--- src/rtl/cdc_level_fifo.sv ---
`default_nettype none
// ============================================================================
//  Module   : cdc_level_fifo
//  Purpose  : Single-clock FIFO with a registered occupancy counter,
//             threshold-based almost-full/almost-empty flags and sticky
//             overflow/underflow error flags.
//  Options  : CDC_LEVEL_FIFO_FWFT_EN - when defined, read_data is
//             first-word-fall-through (head word visible while non-empty);
//             otherwise read_data is registered with one-cycle read latency.
//  Revision : 1.0 - initial release
// ============================================================================
module cdc_level_fifo #(
    parameter int DATA_WIDTH    = 4,
    parameter int ADDRESS_WIDTH = 4
) (
    input  logic                    clk,
    input  logic                    rst_n,
    input  logic [DATA_WIDTH-1:0]   write_data,
    input  logic                    write_increment,
    input  logic                    read_increment,
    input  logic [ADDRESS_WIDTH:0]  afull_threshold,
    input  logic [ADDRESS_WIDTH:0]  aempty_threshold,
    input  logic                    clear_errors,
    output logic [DATA_WIDTH-1:0]   read_data,
    output logic                    empty,
    output logic                    full,
    output logic                    almost_empty,
    output logic                    almost_full,
    output logic [ADDRESS_WIDTH:0]  level,
    output logic                    overflow,
    output logic                    underflow
);

    localparam int                     c_depth_int = 1 << ADDRESS_WIDTH;
    localparam logic [ADDRESS_WIDTH:0] c_depth     = {1'b1, {ADDRESS_WIDTH{1'b0}}};

    logic [DATA_WIDTH-1:0]    r_mem [0:c_depth_int-1];
    logic [ADDRESS_WIDTH-1:0] r_wr_ptr;
    logic [ADDRESS_WIDTH-1:0] r_rd_ptr;
    logic [ADDRESS_WIDTH:0]   r_level;
    logic                     r_overflow;
    logic                     r_underflow;

    logic                     w_empty;
    logic                     w_full;
    logic                     w_wr_accept;
    logic                     w_rd_accept;
    logic                     w_ovf_event;
    logic                     w_udf_event;

    // Flags depend only on the registered level, never on the requests.
    assign w_empty      = (r_level == '0);
    assign w_full       = (r_level == c_depth);

    // Acceptance uses the pre-edge flags, so a full FIFO can still be read
    // and an empty FIFO can still be written in the same cycle.
    assign w_wr_accept  = write_increment && !w_full;
    assign w_rd_accept  = read_increment  && !w_empty;
    assign w_ovf_event  = write_increment && w_full;
    assign w_udf_event  = read_increment  && w_empty;

    assign empty        = w_empty;
    assign full         = w_full;
    assign almost_empty = (r_level <= aempty_threshold);
    assign almost_full  = (r_level >= afull_threshold);
    assign level        = r_level;
    assign overflow     = r_overflow;
    assign underflow    = r_underflow;

    // Storage array: written on accepted writes, intentionally never reset.
    always_ff @(posedge clk) begin
        if (w_wr_accept) begin
            r_mem[r_wr_ptr] <= write_data;
        end
    end

    // Pointers and occupancy advance together on the same edge.
    always_ff @(posedge clk or negedge rst_n) begin
        if (!rst_n) begin
            r_wr_ptr <= '0;
            r_rd_ptr <= '0;
            r_level  <= '0;
        end else begin
            if (w_wr_accept) begin
                r_wr_ptr <= r_wr_ptr + ADDRESS_WIDTH'(1);
            end
            if (w_rd_accept) begin
                r_rd_ptr <= r_rd_ptr + ADDRESS_WIDTH'(1);
            end
            if (w_wr_accept && !w_rd_accept) begin
                r_level <= r_level + (ADDRESS_WIDTH+1)'(1);
            end else if (w_rd_accept && !w_wr_accept) begin
                r_level <= r_level - (ADDRESS_WIDTH+1)'(1);
            end
        end
    end

    // Sticky error flags; a fresh error in the clearing cycle keeps the flag set.
    always_ff @(posedge clk or negedge rst_n) begin
        if (!rst_n) begin
            r_overflow  <= 1'b0;
            r_underflow <= 1'b0;
        end else begin
            r_overflow  <= w_ovf_event | (r_overflow  & ~clear_errors);
            r_underflow <= w_udf_event | (r_underflow & ~clear_errors);
        end
    end

`ifdef CDC_LEVEL_FIFO_FWFT_EN
    // Head word falls through whenever the FIFO holds data; zero when empty.
    assign read_data = w_empty ? '0 : r_mem[r_rd_ptr];
`else
    logic [DATA_WIDTH-1:0] r_read_data;

    // Registered read port: loads the head word on the accepting edge.
    always_ff @(posedge clk or negedge rst_n) begin
        if (!rst_n) begin
            r_read_data <= '0;
        end else if (w_rd_accept) begin
            r_read_data <= r_mem[r_rd_ptr];
        end
    end

    assign read_data = r_read_data;
`endif

endmodule
`default_nettype wire

--- config.mk ---
export PLATFORM = sky130hd
export DESIGN_NAME = cdc_level_fifo
export DESIGN_NICKNAME = d
export VERILOG_FILES = /design/src/rtl/cdc_level_fifo.sv
export SDC_FILE = /design/constraint.sdc
export NUM_CORES = 1
export LEC_CHECK = 0
export BUFFER_PORTS_ARGS = -buffer_cell sky130_fd_sc_hd__buf_4
export CAP_MARGIN = 10
export CORE_ASPECT_RATIO = 0.75
export CORE_MARGIN = 8
export CORE_UTILIZATION = 25
export DETAILED_ROUTE_END_ITERATION = 6
export GPL_ROUTABILITY_DRIVEN = 0
export SLEW_MARGIN = 20
export SYNTH_ARGS = -nofsm -noshare
export SYNTH_HDL_FRONTEND = slang
export SYNTH_SLANG_ARGS = --single-unit
--- constraint.sdc ---
create_clock -name clk -period 7.3 [get_ports clk]
set_clock_uncertainty 0.1 [all_clocks]
set_input_delay 0.73 -clock clk [delete_from_list [all_inputs] [get_ports clk]]
set_output_delay 0.73 -clock clk [all_outputs]
set_load 0.02 [all_outputs]
==> summary.md, run 1 <==
| Metric | Value |
|---|---|
| Run status | completed |
| First-pass iteration count of the detailed router | 4 |
| Combined buffer and inverter count along the critical path | 1 |
| Count of pins over their slew limit | 0 |
| Parity-gate share of the synthesized area counting xor and xnor cells | 2.34% |
| Die Y | 122 um |
| Syn Nets | 276 |
| Most prevalent standard cell on the critical path | ha_1 |
| Adder-cell share of the synthesized area | 6.88% |
| Area growth from synthesis to layout | 19.6% |
| Fraction of the mapped netlist area in compound gates | 3.77% |
| Total DRC errors in the routed layout | 0 |
| Total congestion overflow after global routing | 0 |
| Required time worst endpoint | 7.45 ns |
| Worst Tran Pin Value | 0.777 ns |
| Class of the most critical hold timing path | input port to asynchronous set/reset pin |
| Number of placed cells counting well taps | 462 |
| Via count of the routed design | 2054 |
| Synthesized netlist cell count | 237 |
| Fraction of layout cells with a size suffix above 1 | 20.5% |
| Peak clock frequency supported by timing | 327 MHz |
| Category of the worst setup path launch point | flop |
| Deepest clock path buffer count | 2 |
| Power density of the placed cells | 385 nW/um2 |
| Clock period minus worst slack | 3.06 ns |
| Arrival time reported for the critical path endpoint | 3.21 ns |
| First-pass GRT wire length | 11600 um |
| Number of max-cap violations | 0 |
| Number of levels the H-tree was split into | 3 |
| Total half-perimeter wirelength after legalization and detailed placement | 5260 um |
| Non-Filler Cell Area, Final | 4480 um2 |
| Avg Vias per Cell | 4.30 |
| Drt initial violations | 91 |
| Maximum number of pins on one net before global-route repair | 20 |
| Hold-fix buffers at CTS | 0 |
| Avg Cell Area, Syn | 15.8 um2 |
| Smallest setup slack after layout | 4.24 ns |
| Routed Antenna Nets | 0 |
| WHS | 0.166 ns |
| Post-CTS setup buffers | 0 |
| Max IR drop VDD | 0.162 mV |
| Core area | 14500 um2 |
| CTS tree | done |
| Post-layout instance count excluding filler cells | 478 |
| Sequence of cells on the critical path | nor4_1, and2_1, nor2b_1, ha_1, inv_1, ha_1, a21o_1, a21oi_1, mux2i_1, xnor2_1 |
| Cell at the root of the clock tree | clkbuf_16 |
| Unrepaired setup endpoints after global routing | no |
| Effective utilization at floorplan | 25.7% |
| Antenna violations before repair | 0 |
| Sequential area share after synthesis | 64.0% |
| Count of endpoints failing setup in the final report | 0 |
| Largest delay contributor family on the critical path | simple AND/OR/NAND/NOR gates |
| Proportion of synthesized area in mux cells | 12.8% |
| Flops & latches, synth | 83 |
| Clock insertion delay at the later pin of the skew report | 0.33 ns |
| Main combinational cell family by area after synthesis | multiplexers |
| Number of nets in the layout | 312 |
| Final period util | 41.9% |
| Die outline area | 19200 um2 |
| Count of antenna diodes in the layout | 0 |
| Setup slack after placement | 4.20 ns |
| Synth unique cells | 35 |
| Per-cell routed wire length | 15.2 um |
| Relative slew slack | 48.2% |
| Routed Wire Length | 7260 um |
| Count of final hold-check violations | 0 |
| Num CTS Buffers | 9 |
| Post-Synthesis Cell Area | 3750 um2 |
| Number of clock sinks | 83 |
| Crit path largest cell delay | 0.61 ns |
| Total routing usage reported by global routing | 8.07% |
| Setup TNS Final | 0 ns |
| Number of instances resized during post-cts repair | 0 |
| Die Width | 157 um |
| Vias in the first global route | 2165 |
| Simple logic cell fraction of the synthesized area | 6.58% |
| Leakage power total | 1.72 nW |
| Category of the worst setup path capture point | flop |
| FILL cells | 1460 |
| Final core utilization | 30.8% |
| Total power after layout | 1.72 mW |
| Clock transition time at the flip-flop clock pins of the worst setup and hold paths | 0.06 ns |
| Maximum fanout along the worst path | 9 |
| Number of I/O pins | 34 |
| Port-buffer cells | 33 |
| Number of core rows | 38 |
| Slowest cell on the critical path | nor2b_1 |
| Post-place instance area | 4180 um2 |
| Number of synthesis warnings | 0 |
| Category of the most critical setup path | flop to flop |
==> state kept, by name (all words and copies together), names as in the netlist <==
signal and count:
r_mem 64, level 5, r_rd_ptr 4, r_wr_ptr 4, read_data 4, overflow 1, underflow 1
==> cell usage after synthesis <==
cell | count | share of area, %
and2_1 | 1 | 0.17
nand4_1 | 3 | 0.50
buf_6 | 2 | 0.60
nand2b_1 | 4 | 0.67
xor2_1 | 2 | 0.47
mux4_1 | 8 | 5.6
a21o_1 | 2 | 0.40
dfrtp_1 | 19 | 13
inv_1 | 16 | 1.6
fa_1 | 1 | 0.53
xnor2_1 | 8 | 1.9
clkbuf_1 | 2 | 0.20
nor4_1 | 1 | 0.17
nor3_1 | 4 | 0.53
edfxtp_1 | 64 | 51
nand2_2 | 1 | 0.17
o21ai_0 | 5 | 0.67
clkinv_1 | 1 | 0.10
o21a_1 | 3 | 0.60
o221ai_1 | 4 | 0.94
mux4_2 | 8 | 4.8
buf_1 | 1 | 0.10
nor2b_4 | 1 | 0.37
o22ai_1 | 1 | 0.17
mux2i_1 | 9 | 2.4
nand2_1 | 17 | 1.7
nor2b_1 | 3 | 0.50
buf_12 | 1 | 0.53
a22o_1 | 2 | 0.47
buf_4 | 1 | 0.20
a21oi_1 | 4 | 0.53
and2b_1 | 1 | 0.20
ha_1 | 19 | 6.3
nor2_1 | 16 | 1.6
buf_2 | 2 | 0.27
==> routing by layer <==
| metal | wire length [um] | up-vias | part of all wire [%] | GRT usage (%) |
|---|---|---|---|---|
| met5 | 0 | - | 0 | 0 |
| met4 | 75 | 0 | 1.0 | 2.85 |
| li1 | - | 960 | - | - |
| met3 | 442 | 7 | 6.1 | 2.58 |
| met1 | 3340 | 1045 | 46 | 10.4 |
| met2 | 3400 | 42 | 47 | 12.6 |
==> worst paths after layout <==
check	start	endpoint	slack, ns	cells past startpoint
setup / recovery	level[1]	level[4]	4.24	10
hold / removal	rst_n	r_wr_ptr[0]	0.17	1
setup reg to reg	level[1]	level[4]	4.24	10
hold reg to reg	overflow	overflow	0.42	1
max in group asynchronous	rst_n	r_wr_ptr[3]	6.73	1
min in group clk	overflow	overflow	0.42	1
==> cells in the final DEF, fill, tap and decap left out, types with 5 or more instances in the layout <==
| master | Yosys | final |
|---|---|---|
| buf_4 | 1 | 34 |
| clkbuf_16 | 0 | 9 |
| dfrtp_1 | 19 | 19 |
| edfxtp_1 | 64 | 64 |
| ha_1 | 19 | 19 |
| inv_1 | 16 | 16 |
| mux2i_1 | 9 | 9 |
| mux4_1 | 8 | 8 |
| mux4_2 | 8 | 8 |
| nand2_1 | 17 | 17 |
| nor2_1 | 16 | 16 |
| o21ai_0 | 5 | 5 |
| xnor2_1 | 8 | 8 |
==> worst register-to-register path, stage by stage (launching register included) <==
cell,delay [ns]
dfrtp_1,0.47
nor4_1,0.11
and2_1,0.19
nor2b_1,0.61
ha_1,0.34
inv_1,0.11
ha_1,0.33
a21o_1,0.17
a21oi_1,0.18
mux2i_1,0.23
xnor2_1,0.13
==> power breakdown <==
part / leakage [nW] / internal, mW / switching [mW]
logic: 0.761 / 0.277 / 0.293
clock network: 0.147 / 0.283 / 0.163
registers: 0.810 / 0.599 / 0.110
==> final cells by class <==
type / count / area [um2] / share of cell area [%]
clock buffers: 14 / 264 / 5.89
flip-flops and latches: 83 / 2400 / 53.5
clock inverters: 2 / 35.0 / 0.782
inverters: 17 / 63.8 / 1.42
multi-input cells: 128 / 1210 / 27.1
repair buffers: 34 / 255 / 5.70
well taps: 200 / 250 / 5.59
==> cells by family (layout without fill, tap and decap cells) <==
kind of cell	after synthesis	count (layout)
compound gates	21	21
xor+xnor	10	10
fa+ha+maj	20	20
buf+inv	26	67
flops	83	83
mux	25	25
simple gates	52	52
No activity file was read; power rests on OpenSTA's default activity.
==> run 2: changes to the inputs <==
clock period = 3.2 ns   (was 7.3 ns; I/O delays follow)
==> summary.md, run 2 (synthesis gave the netlist of run 1 again) <==
| Metric | Value |
|---|---|
| Core area | 14500 um2 |
| Avg Vias per Cell | 4.04 |
| Relative slew slack | 46.8% |
| Arrival time reported for the critical path endpoint | 2.96 ns |
| Port-buffer cells | 33 |
| Total half-perimeter wirelength after legalization and detailed placement | 5280 um |
| Fraction of layout cells with a size suffix above 1 | 22.5% |
| Run status | completed |
| First-pass GRT wire length | 11400 um |
| Deepest clock path buffer count | 2 |
| Routed Wire Length | 7290 um |
| Count of final hold-check violations | 0 |
| Routed Antenna Nets | 0 |
| Required time worst endpoint | 3.36 ns |
| Count of antenna diodes in the layout | 0 |
| Drt initial violations | 114 |
| Cell at the root of the clock tree | clkbuf_16 |
| Category of the worst setup path capture point | flop |
| Count of endpoints failing setup in the final report | 0 |
| Total power after layout | 3.96 mW |
| Combined buffer and inverter count along the critical path | 2 |
| Number of I/O pins | 34 |
| Unrepaired setup endpoints after global routing | no |
| Total DRC errors in the routed layout | 0 |
| Post-CTS setup buffers | 0 |
| Maximum number of pins on one net before global-route repair | 20 |
| Maximum fanout along the worst path | 7 |
| Effective utilization at floorplan | 25.7% |
| Power density of the placed cells | 872 nW/um2 |
| Most common cell after layout, fill and taps aside | edfxtp_1 |
| Number of clock sinks | 83 |
| Class of the most critical hold timing path | input port to flop |
| Antenna violations before repair | 0 |
| Final period util | 87.6% |
| Area growth from synthesis to layout | 21.2% |
| Number of flip-flops under the largest register name | 64 |
| Number of max-cap violations | 0 |
| Per-cell routed wire length | 15.0 um |
| FILL cells | 1472 |
| Category of the most critical setup path | flop to flop |
| Die Width | 157 um |
| Clock transition time at the flip-flop clock pins of the worst setup and hold paths | 0.06 ns |
| Leakage power total | 1.76 nW |
| Peak clock frequency supported by timing | 357 MHz |
| Highest-count cells in the layout ignoring fill and taps | edfxtp_1 (64), buf_4 (40), ha_1 (19), dfrtp_1 (19), nand2_1 (17) |
| WHS | 0.114 ns |
| Top register by number of flip-flops | r_mem |
| Count of pins over their slew limit | 0 |
| Die Y | 122 um |
| Slowest cell on the critical path | dfrtp_1 |
| Crit path largest cell delay | 0.46 ns |
| Die outline area | 19200 um2 |
| Total routing usage reported by global routing | 8.17% |
| Largest delay contributor family on the critical path | simple AND/OR/NAND/NOR gates |
| Clock period minus worst slack | 2.80 ns |
| Total congestion overflow after global routing | 0 |
| Category of the worst setup path launch point | flop |
| Sequence of cells on the critical path | nor4_1, and2b_1, nor2b_4, clkinv_1, ha_1, inv_1, ha_1, a21o_1, a21oi_1, mux2i_1, xnor2_1 |
| Clock insertion delay at the later pin of the skew report | 0.34 ns |
| Most prevalent standard cell on the critical path | ha_1 |
| CTS tree | done |
| Worst Tran Pin Value | 0.798 ns |
| Setup TNS Final | 0 ns |
| Number of nets in the layout | 319 |
| Num CTS Buffers | 9 |
| Max IR drop VDD | 0.384 mV |
| Vias in the first global route | 2015 |
| Number of levels the H-tree was split into | 3 |
| Via count of the routed design | 1958 |
| Number of core rows | 38 |
| First-pass iteration count of the detailed router | 4 |
run 2: cell types whose count changed in the layout (fill, tap and decap cells not counted):
cell / delta
bufinv_16: -1
clkbuf_8: +1
clkbuf_16: +1
dlygate4sd3_1: +1
buf_4: +6
clkbuf_1: -1
run 2: final timing paths:
check	from	to	slack [ns]	cells after the start
min in group asynchronous	rst_n	r_wr_ptr[0]	0.30	2
hold reg to reg	underflow	underflow	0.42	1
hold / removal	read_increment	underflow	0.11	2
max in group asynchronous	rst_n	r_rd_ptr[2]	2.49	2
setup reg to reg	level[1]	level[4]	0.40	11
setup / recovery	level[1]	level[4]	0.40	11
run 2: timing repair:
| item | in CTS | in global routing |
|---|---|---|
| hold buffers | 1 | 0 |
| hold endpoints to repair | 19 | 0 |
| gates resized for setup | 0 | 0 |
run 2: worst register-to-register path, cell delays in order (launching register included):
cell and delay (ns):
dfrtp_1 0.46, nor4_1 0.35, and2b_1 0.25, nor2b_4 0.07
clkinv_1 0.13, ha_1 0.23, inv_1 0.11, ha_1 0.33
a21o_1 0.17, a21oi_1 0.17, mux2i_1 0.23, xnor2_1 0.13
run 2: metrics by stage:
step / setup slack (ns) / instance area [um2] / utilization [%] / instances
6_report: 0.397 / 4540 / 31.2 / 485
5_1_grt: 0.201 / 4540 / 31.2 / 485
4_1_cts: 0.375 / 4540 / 31.2 / 485
3_5_place_dp: 0.406 / 4230 / 29.0 / 468
3_3_place_gp: 0.447 / 4230 / 29.0 / 468
2_1_floorplan: 0.417 / 3750 / - / 237
run 2: layout make-up:
class,count,area (um2),area share (%)
flip-flops and latches,83,2400,52.8
multi-input cells,128,1210,26.7
clock buffers,15,299,6.59
repair buffers,41,310,6.84
well taps,200,250,5.51
inverters,17,63.8,1.41
clock inverters,1,5.00,0.110
run 2: layer usage:
layer	track usage, %	vias to the layer above	wire, um
met5	0	-	0
met4	2.85	0	93
met2	12.1	23	3310
li1	-	980	-
met3	2.87	9	247
met1	10.9	946	3640
run 2: power by group:
group / internal (mW) / leakage (nW) / switching (mW) / total (mW)
Clock: 0.636 / 0.151 / 0.384 / 1.02
Sequential: 1.36 / 0.810 / 0.248 / 1.61
Combinational: 0.664 / 0.796 / 0.660 / 1.32
